### src/rtl/ad1860_pkg.sv
// Shared types and word conversion for the AD1860 load scheduler.
// round_sat turns one IN_BITS PCM sample into a WORD-bit DAC word.
package ad1860_pkg;

  localparam int IN_BITS = 24;
  localparam int WORD    = 18;

  typedef enum logic [1:0] {
    ST_IDLE  = 2'd0,
    ST_LOAD  = 2'd1,
    ST_SHIFT = 2'd2,
    ST_LATCH = 2'd3
  } state_t;

  localparam logic [IN_BITS:0] RND_HALF = (IN_BITS+1)'(1) << (IN_BITS - WORD - 1);
  localparam logic [WORD-1:0]  WORD_MAX = {1'b0, {(WORD-1){1'b1}}};
  localparam logic [WORD-1:0]  WORD_MIN = {1'b1, {(WORD-1){1'b0}}};

  // Rounding can only overflow upward, seen as a sign change in the extended sum.
  function automatic logic [WORD-1:0] round_sat(input logic [IN_BITS-1:0] in,
                                                input logic inv,
                                                input logic mute);
    logic [IN_BITS:0] sum;
    logic [WORD-1:0]  w;
    sum = {in[IN_BITS-1], in} + RND_HALF;
    if (sum[IN_BITS] != sum[IN_BITS-1]) w = WORD_MAX;
    else                                w = sum[IN_BITS-1 -: WORD];
    if (inv) w = (w == WORD_MIN) ? WORD_MAX : -w;
    if (mute) w = '0;
    return w;
  endfunction

endpackage

### src/rtl/dac_word_serializer.sv
// One DAC lane: WORD-bit MSB-first shift register clocked out on a divided bit clock.
// bck is low for the first half of every bit and sdo changes only at bit start.
module dac_word_serializer #(
  parameter int WORD    = 18,
  parameter int BCK_DIV = 4
) (
  input  logic            clk,
  input  logic            rst,
  input  logic            load,
  input  logic [WORD-1:0] word,
  input  logic            start,
  output logic            done,
  output logic            bck,
  output logic            sdo
);

  localparam int DW = (BCK_DIV > 2) ? $clog2(BCK_DIV) : 1;
  localparam int BW = $clog2(WORD);
  localparam logic [DW-1:0] DIV_LAST = DW'(BCK_DIV - 1);
  localparam logic [DW-1:0] DIV_HALF = DW'(BCK_DIV / 2);
  localparam logic [BW-1:0] BIT_LAST = BW'(WORD - 1);

  logic [WORD-1:0] sreg;
  logic [DW-1:0]   div_cnt;
  logic [BW-1:0]   bit_cnt;
  logic            active;
  logic            bit_end;

  assign bit_end = active && (div_cnt == DIV_LAST);
  assign done    = bit_end && (bit_cnt == BIT_LAST);
  assign sdo     = active & sreg[WORD-1];

  always_ff @(posedge clk) begin
    if (rst) begin
      sreg    <= '0;
      div_cnt <= '0;
      bit_cnt <= '0;
      bck     <= 1'b0;
      active  <= 1'b0;
    end else if (load) begin
      sreg    <= word;
      div_cnt <= '0;
      bit_cnt <= '0;
      bck     <= 1'b0;
      active  <= start;
    end else if (active) begin
      if (bit_end) begin
        div_cnt <= '0;
        bck     <= 1'b0;
        sreg    <= sreg << 1;
        if (done) active  <= 1'b0;
        else      bit_cnt <= bit_cnt + 1'b1;
      end else begin
        div_cnt <= div_cnt + 1'b1;
        bck     <= (DW'(div_cnt + 1'b1) >= DIV_HALF);
      end
    end
  end

endmodule

### src/rtl/ad1860_load_scheduler.sv
// Buffers one stereo pair and, on each frame strobe, loads NDAC AD1860-style DACs
// in parallel: convert words, shift them out together, then pulse latch enable.
module ad1860_load_scheduler
  import ad1860_pkg::*;
#(
  parameter int NDAC    = 4,
  parameter int BCK_DIV = 4,
  parameter int LE_HOLD = 2
) (
  input  logic               mck_i,
  input  logic               rst_i,
  input  logic               s_valid_i,
  output logic               s_ready_o,
  input  logic [IN_BITS-1:0] s_left_i,
  input  logic [IN_BITS-1:0] s_right_i,
  input  logic               frame_i,
  input  logic [NDAC-1:0]    cfg_src_i,
  input  logic [NDAC-1:0]    cfg_inv_i,
  input  logic               cfg_mute_i,
  output logic               dac_bck_o,
  output logic [NDAC-1:0]    dac_sdo_o,
  output logic [NDAC-1:0]    dac_le_o,
  output logic               busy_o,
  output logic               underrun_o,
  output logic               late_o,
  output logic [1:0]         dbg_state_o,
  output logic               dbg_lane_sync_o
);

  localparam int LW = (LE_HOLD > 1) ? $clog2(LE_HOLD) : 1;
  localparam logic [LW-1:0] LE_LAST = LW'(LE_HOLD - 1);

  state_t state, state_nxt;
  logic [LW-1:0]      le_cnt;
  logic               le_last;
  logic               hold_vld;
  logic [IN_BITS-1:0] hold_l, hold_r, last_l, last_r;
  logic               accept, frame_idle, load;
  logic [WORD-1:0]    lane_word [NDAC];
  logic [NDAC-1:0]    lane_done, lane_bck;

  // Handshake: a pair transfers on any cycle with s_valid_i & s_ready_o; ready is
  // simply "holding register empty" and does not depend on s_valid_i.
  assign s_ready_o  = ~hold_vld;
  assign accept     = s_valid_i & s_ready_o;
  assign frame_idle = frame_i && (state == ST_IDLE);
  assign load       = (state == ST_LOAD);
  assign le_last    = (le_cnt == LE_LAST);

  always_ff @(posedge mck_i) begin
    if (rst_i) begin
      state  <= ST_IDLE;
      le_cnt <= '0;
    end else begin
      state  <= state_nxt;
      le_cnt <= (state == ST_LATCH && !le_last) ? le_cnt + 1'b1 : '0;
    end
  end

  always_comb begin
    state_nxt = state;
    case (state)
      ST_IDLE:  if (frame_i) state_nxt = ST_LOAD;
      ST_LOAD:  state_nxt = ST_SHIFT;
      ST_SHIFT: if (lane_done[0]) state_nxt = ST_LATCH;
      ST_LATCH: if (le_last) state_nxt = ST_IDLE;
      default:  state_nxt = ST_IDLE;
    endcase
  end

  // A pair accepted alongside the strobe can only land when the register was empty,
  // so it never collides with the consume path and waits for the next frame.
  always_ff @(posedge mck_i) begin
    if (rst_i) begin
      hold_vld   <= 1'b0;
      hold_l     <= '0;
      hold_r     <= '0;
      last_l     <= '0;
      last_r     <= '0;
      underrun_o <= 1'b0;
      late_o     <= 1'b0;
    end else begin
      underrun_o <= 1'b0;
      late_o     <= frame_i && (state != ST_IDLE);
      if (frame_idle) begin
        if (hold_vld) begin
          last_l   <= hold_l;
          last_r   <= hold_r;
          hold_vld <= 1'b0;
        end else begin
          underrun_o <= 1'b1;
        end
      end
      if (accept) begin
        hold_vld <= 1'b1;
        hold_l   <= s_left_i;
        hold_r   <= s_right_i;
      end
    end
  end

  for (genvar i = 0; i < NDAC; i++) begin : g_lane
    logic [IN_BITS-1:0] sel;
    assign sel          = cfg_src_i[i] ? last_r : last_l;
    assign lane_word[i] = round_sat(sel, cfg_inv_i[i], cfg_mute_i);

    dac_word_serializer #(
      .WORD    (WORD),
      .BCK_DIV (BCK_DIV)
    ) u_ser (
      .clk   (mck_i),
      .rst   (rst_i),
      .load  (load),
      .word  (lane_word[i]),
      .start (load),
      .done  (lane_done[i]),
      .bck   (lane_bck[i]),
      .sdo   (dac_sdo_o[i])
    );
  end

  assign dac_bck_o       = lane_bck[0];
  assign dac_le_o        = {NDAC{state == ST_LATCH}};
  assign busy_o          = (state != ST_IDLE);
  assign dbg_state_o     = state;
  assign dbg_lane_sync_o = (lane_bck == {NDAC{lane_bck[0]}}) &&
                           (lane_done == {NDAC{lane_done[0]}});

endmodule

### config.mk
export PLATFORM = sky130hd
export DESIGN_NAME = ad1860_load_scheduler
export DESIGN_NICKNAME = d
export VERILOG_FILES = /design/src/rtl/ad1860_pkg.sv /design/src/rtl/dac_word_serializer.sv /design/src/rtl/ad1860_load_scheduler.sv
export SDC_FILE = /design/constraint.sdc
export NUM_CORES = 1
export LEC_CHECK = 0
export CORE_MARGIN = 2
export CORE_UTILIZATION = 60
export CTS_BUF_LIST = sky130_fd_sc_hd__clkbuf_8 sky130_fd_sc_hd__clkbuf_16
export CTS_CLUSTER_DIAMETER = 80
export DETAILED_ROUTE_END_ITERATION = 12
export GPL_TIMING_DRIVEN = 0
export PLACE_DENSITY = 0.82
export SLEW_MARGIN = 10
export SYNTH_ARGS = -nofsm -noshare
export SYNTH_HDL_FRONTEND = slang
export SYNTH_HIERARCHICAL = 1
export SYNTH_SLANG_ARGS = --single-unit
### constraint.sdc
create_clock -name mck_i -period 7.6 [get_ports mck_i]
set_clock_uncertainty 0.2 [all_clocks]
set_input_delay 1.52 -clock mck_i [delete_from_list [all_inputs] [get_ports mck_i]]
set_output_delay 1.52 -clock mck_i [all_outputs]
set_load 0.05 [all_outputs]
==> results by group <==
Route
  • Initial DRC Count: 1911
  • Wire length per cell: roughly 21 µm
  • Routed Antenna Nets: 0
  • # DRC: 0
  • Drt pass-1 iters: 6
  • Vias per std cell: 6.70
  • Total Wirelength: 49.9 mm
  • Vias: 15.9k

Clocking
  • Hold_buf cts: 0
  • Maximum root-to-sink buffer count: 2
  • TritonCTS Buffers: 17
  • Root Buffer Master: clkbuf_16
  • CTS clk-pin slew, worst paths: 0.09 ns
  • Clock Latency Late Sink: 0.46 ns
  • # clock sinks: 186
  • Max H-tree Level: 4
  • CTS tree: yes

Layout
  • Diode count: 0
  • Nets: 2123
  • Area growth syn-to-layout: 12.6%
  • Final Instance Area: 16300 µm²
  • Layout cells sized above 1: a little under a tenth
  • Finished Layout Cells: 2365
  • Final Util: between 60% and 70%

Die
  • Chip width: 159 µm
  • Starting Density: 61.5%
  • Die Ht: 159 µm
  • CORE AREA: 23500 µm²
  • Number of I/O pins: 77
  • Die Area: between 20000 and 30000 µm²
  • FP Rows: 56

Yosys
  • Syn Nets: 2042
  • Share of Yosys cell area claimed by the top area cell type: about a quarter
  • Ys Warns: 6
  • Mapped Area: between 10000 and 15000 µm²
  • Seq cells post-synth: 186
  • Async SR Flop Fraction: 0%
  • Syn avg cell area: 7.41 µm²
  • Seq/Total Area, Yosys: between 20 and 30%
  • Post-synth EDFFs: 0
  • Distinct cell type count after synthesis: between 80 and 90
  • Top-count cell post-synth: nand2_1
  • Synth area leaders: dfxtp_1 26%, nand2_1 6.3%, a211oi_1 5.4%, a21oi_1 4.5%, nor3_1 4.4%
  • Synth area leader: dfxtp_1
  • Top post-synthesis cells by count: 243 x nand2_1, 186 x dfxtp_1, 130 x a21oi_1, 128 x nor3_1, 105 x a211oi_1
  • Synth Instances: 1952
  • Main synth FF type: dfxtp_1

Worst setup path
  • FF-to-FF End: g_lane[2].u_ser/sreg[16]
  • Setup CP Type: primary input to register
  • R2R Path Start: last_l[9]
  • CP Launch Type: primary input
  • FF-to-FF setup slack: 1.02 ns
  • Crit path max fanout: 10
  • CP peak stage delay: 0.43 ns
  • Critical path's top delay family: buffers and inverters
  • Worst path required time: 7.78 ns
  • Buf/Inv on CP: 8
  • Worst path slowest cell: nor4b_4
  • Critical path's most frequent cell: buf_2
  • R2R cell count: 19
  • Setup crit end kind: register
  • WP data arrival: 7.52 ns

Place
  • Gpl congestion: 1.13
  • Place WS: -1.45 ns
  • Post-DP Area: 15500 µm²
  • Number of port buffers: between 60 and 70
  • Dpl cells: 2334
  • Dpl hpwl: between 30 and 40 mm

Status
  • Status: complete, no violations

GRT
  • Initial antenna violation count: 0
  • Largest net degree at the start of global routing: 23
  • GRT Resource Usage Total: 38.2%
  • Via count of the first global-routing pass: about 15k
  • Grt total ovfl: 0
  • First-pass GRT wire length: just under 80 mm

STA
  • Fmax: 0.136 GHz
  • RSZ-0062 raised after global routing: no
  • Final period util: between 90% and 100%
  • Slew margin rel.: 32.7%
  • Final hold violations: 0
  • Fin crit period: 7.34 ns
  • Worst setup margin: 0.263 ns
  • Max Slew Vio Count: 0
  • Sum Neg Setup Slack: 0 ns
  • Final hold slack: 0.233 ns
  • Worst-margin pin slew: 1.01 ns
  • Final setup fails: 0

Run
  • Maxcap violations: 0

Hold path
  • Hold EP: le_cnt
  • Hold Path Class: register to register
  • Hold_sp: le_cnt
  • Hold Path Depth: 1

Power and ir drop
  • Static leakage: 6.20 nW
  • Power after layout: around 3.5 mW
  • Peak VDD IR: between 0.2 and 0.3 mV
  • Pwr dens: 216 nW/µm²
## final cells by class
cell class / count / area (µm²)
Buffer: 170 / 774
Clock buffer: 17 / 425
Clock inverter: 15 / 214
Fill cell: 2010 / 7250
Inverter: 41 / 154
Multi-Input combinational cell: 1551 / 9950
Sequential cell: 186 / 3720
Tap cell: 319 / 399
Timing Repair Buffer: 66 / 648
## worst max-delay path by stage
stage | start | endpoint | slack (ns) | depth (start not counted)
floorplan | cfg_src_i[3] | g_lane[3].u_ser/sreg[3] | 0.66 | 26
global placement | cfg_src_i[2] | g_lane[2].u_ser/sreg[9] | -1.45 | 26
detailed placement | cfg_src_i[2] | g_lane[2].u_ser/sreg[3] | -1.45 | 26
CTS | cfg_src_i[0] | g_lane[0].u_ser/sreg[17] | 0.01 | 22
global route | cfg_src_i[0] | g_lane[0].u_ser/sreg[12] | 0.007 | 25
finish | cfg_src_i[0] | g_lane[0].u_ser/sreg[14] | 0.26 | 25
## cells in the final DEF, fill, tap and decap left out, types with 16 or more instances in the layout
cell type,instances
or3_1,22
nand2_1,243
dfxtp_1,186
mux2_2,28
nand3_1,55
mux2i_1,60
buf_4,18
o21ai_0,56
a21oi_1,129
nor2_1,98
nand2b_1,16
and3_1,91
nand4_1,31
nor4_1,17
and2_1,21
inv_1,39
clkbuf_1,95
buf_2,49
clkdlybuf4s50_1,62
xnor2_1,32
a211oi_1,105
nor2b_1,84
ha_1,26
nor3_1,127
clkbuf_16,17
## sequential cells by signal, indices dropped and copies added (netlist names)
signal and count:
dbg_state_o 2, g_lane.u_ser/active 4, g_lane.u_ser/bck 4, g_lane.u_ser/bit_cnt 20, g_lane.u_ser/div_cnt 4, g_lane.u_ser/sreg 72, hold_l 19, hold_r 19
hold_vld 1, last_l 19, last_r 19, late_o 1, le_cnt 1, underrun_o 1
## logic make-up after synthesis
family	synth area share, %
adders and majority gates	2.51
xor gates and xnor gates	2.84
muxes	6.41
buffers and inverters	6.43
AOI/OAI and AO/OA	22.2
and+or+nand+nor	33.8
DFF	25.7
## metal layers
metal	part of all wire, %	wire length [µm]	track usage (%)
met3	9.9	4940	7.53
met2	44	22100	61.4
met4	5.1	2560	18.6
met1	41	20300	49.1
met5	0	0	0
## what timing repair did
item,CTS,global route
buffers inserted,3,0
resized for setup,16,20
setup endpoints to repair,36,52
pin swaps,2,0
## power breakdown
part	internal [mW]	switching, mW
registers	1.16	0.0972
logic	0.527	0.770
clock network	0.461	0.512
total	2.14	1.38
Note: power is estimated with default switching activity, not from simulation.
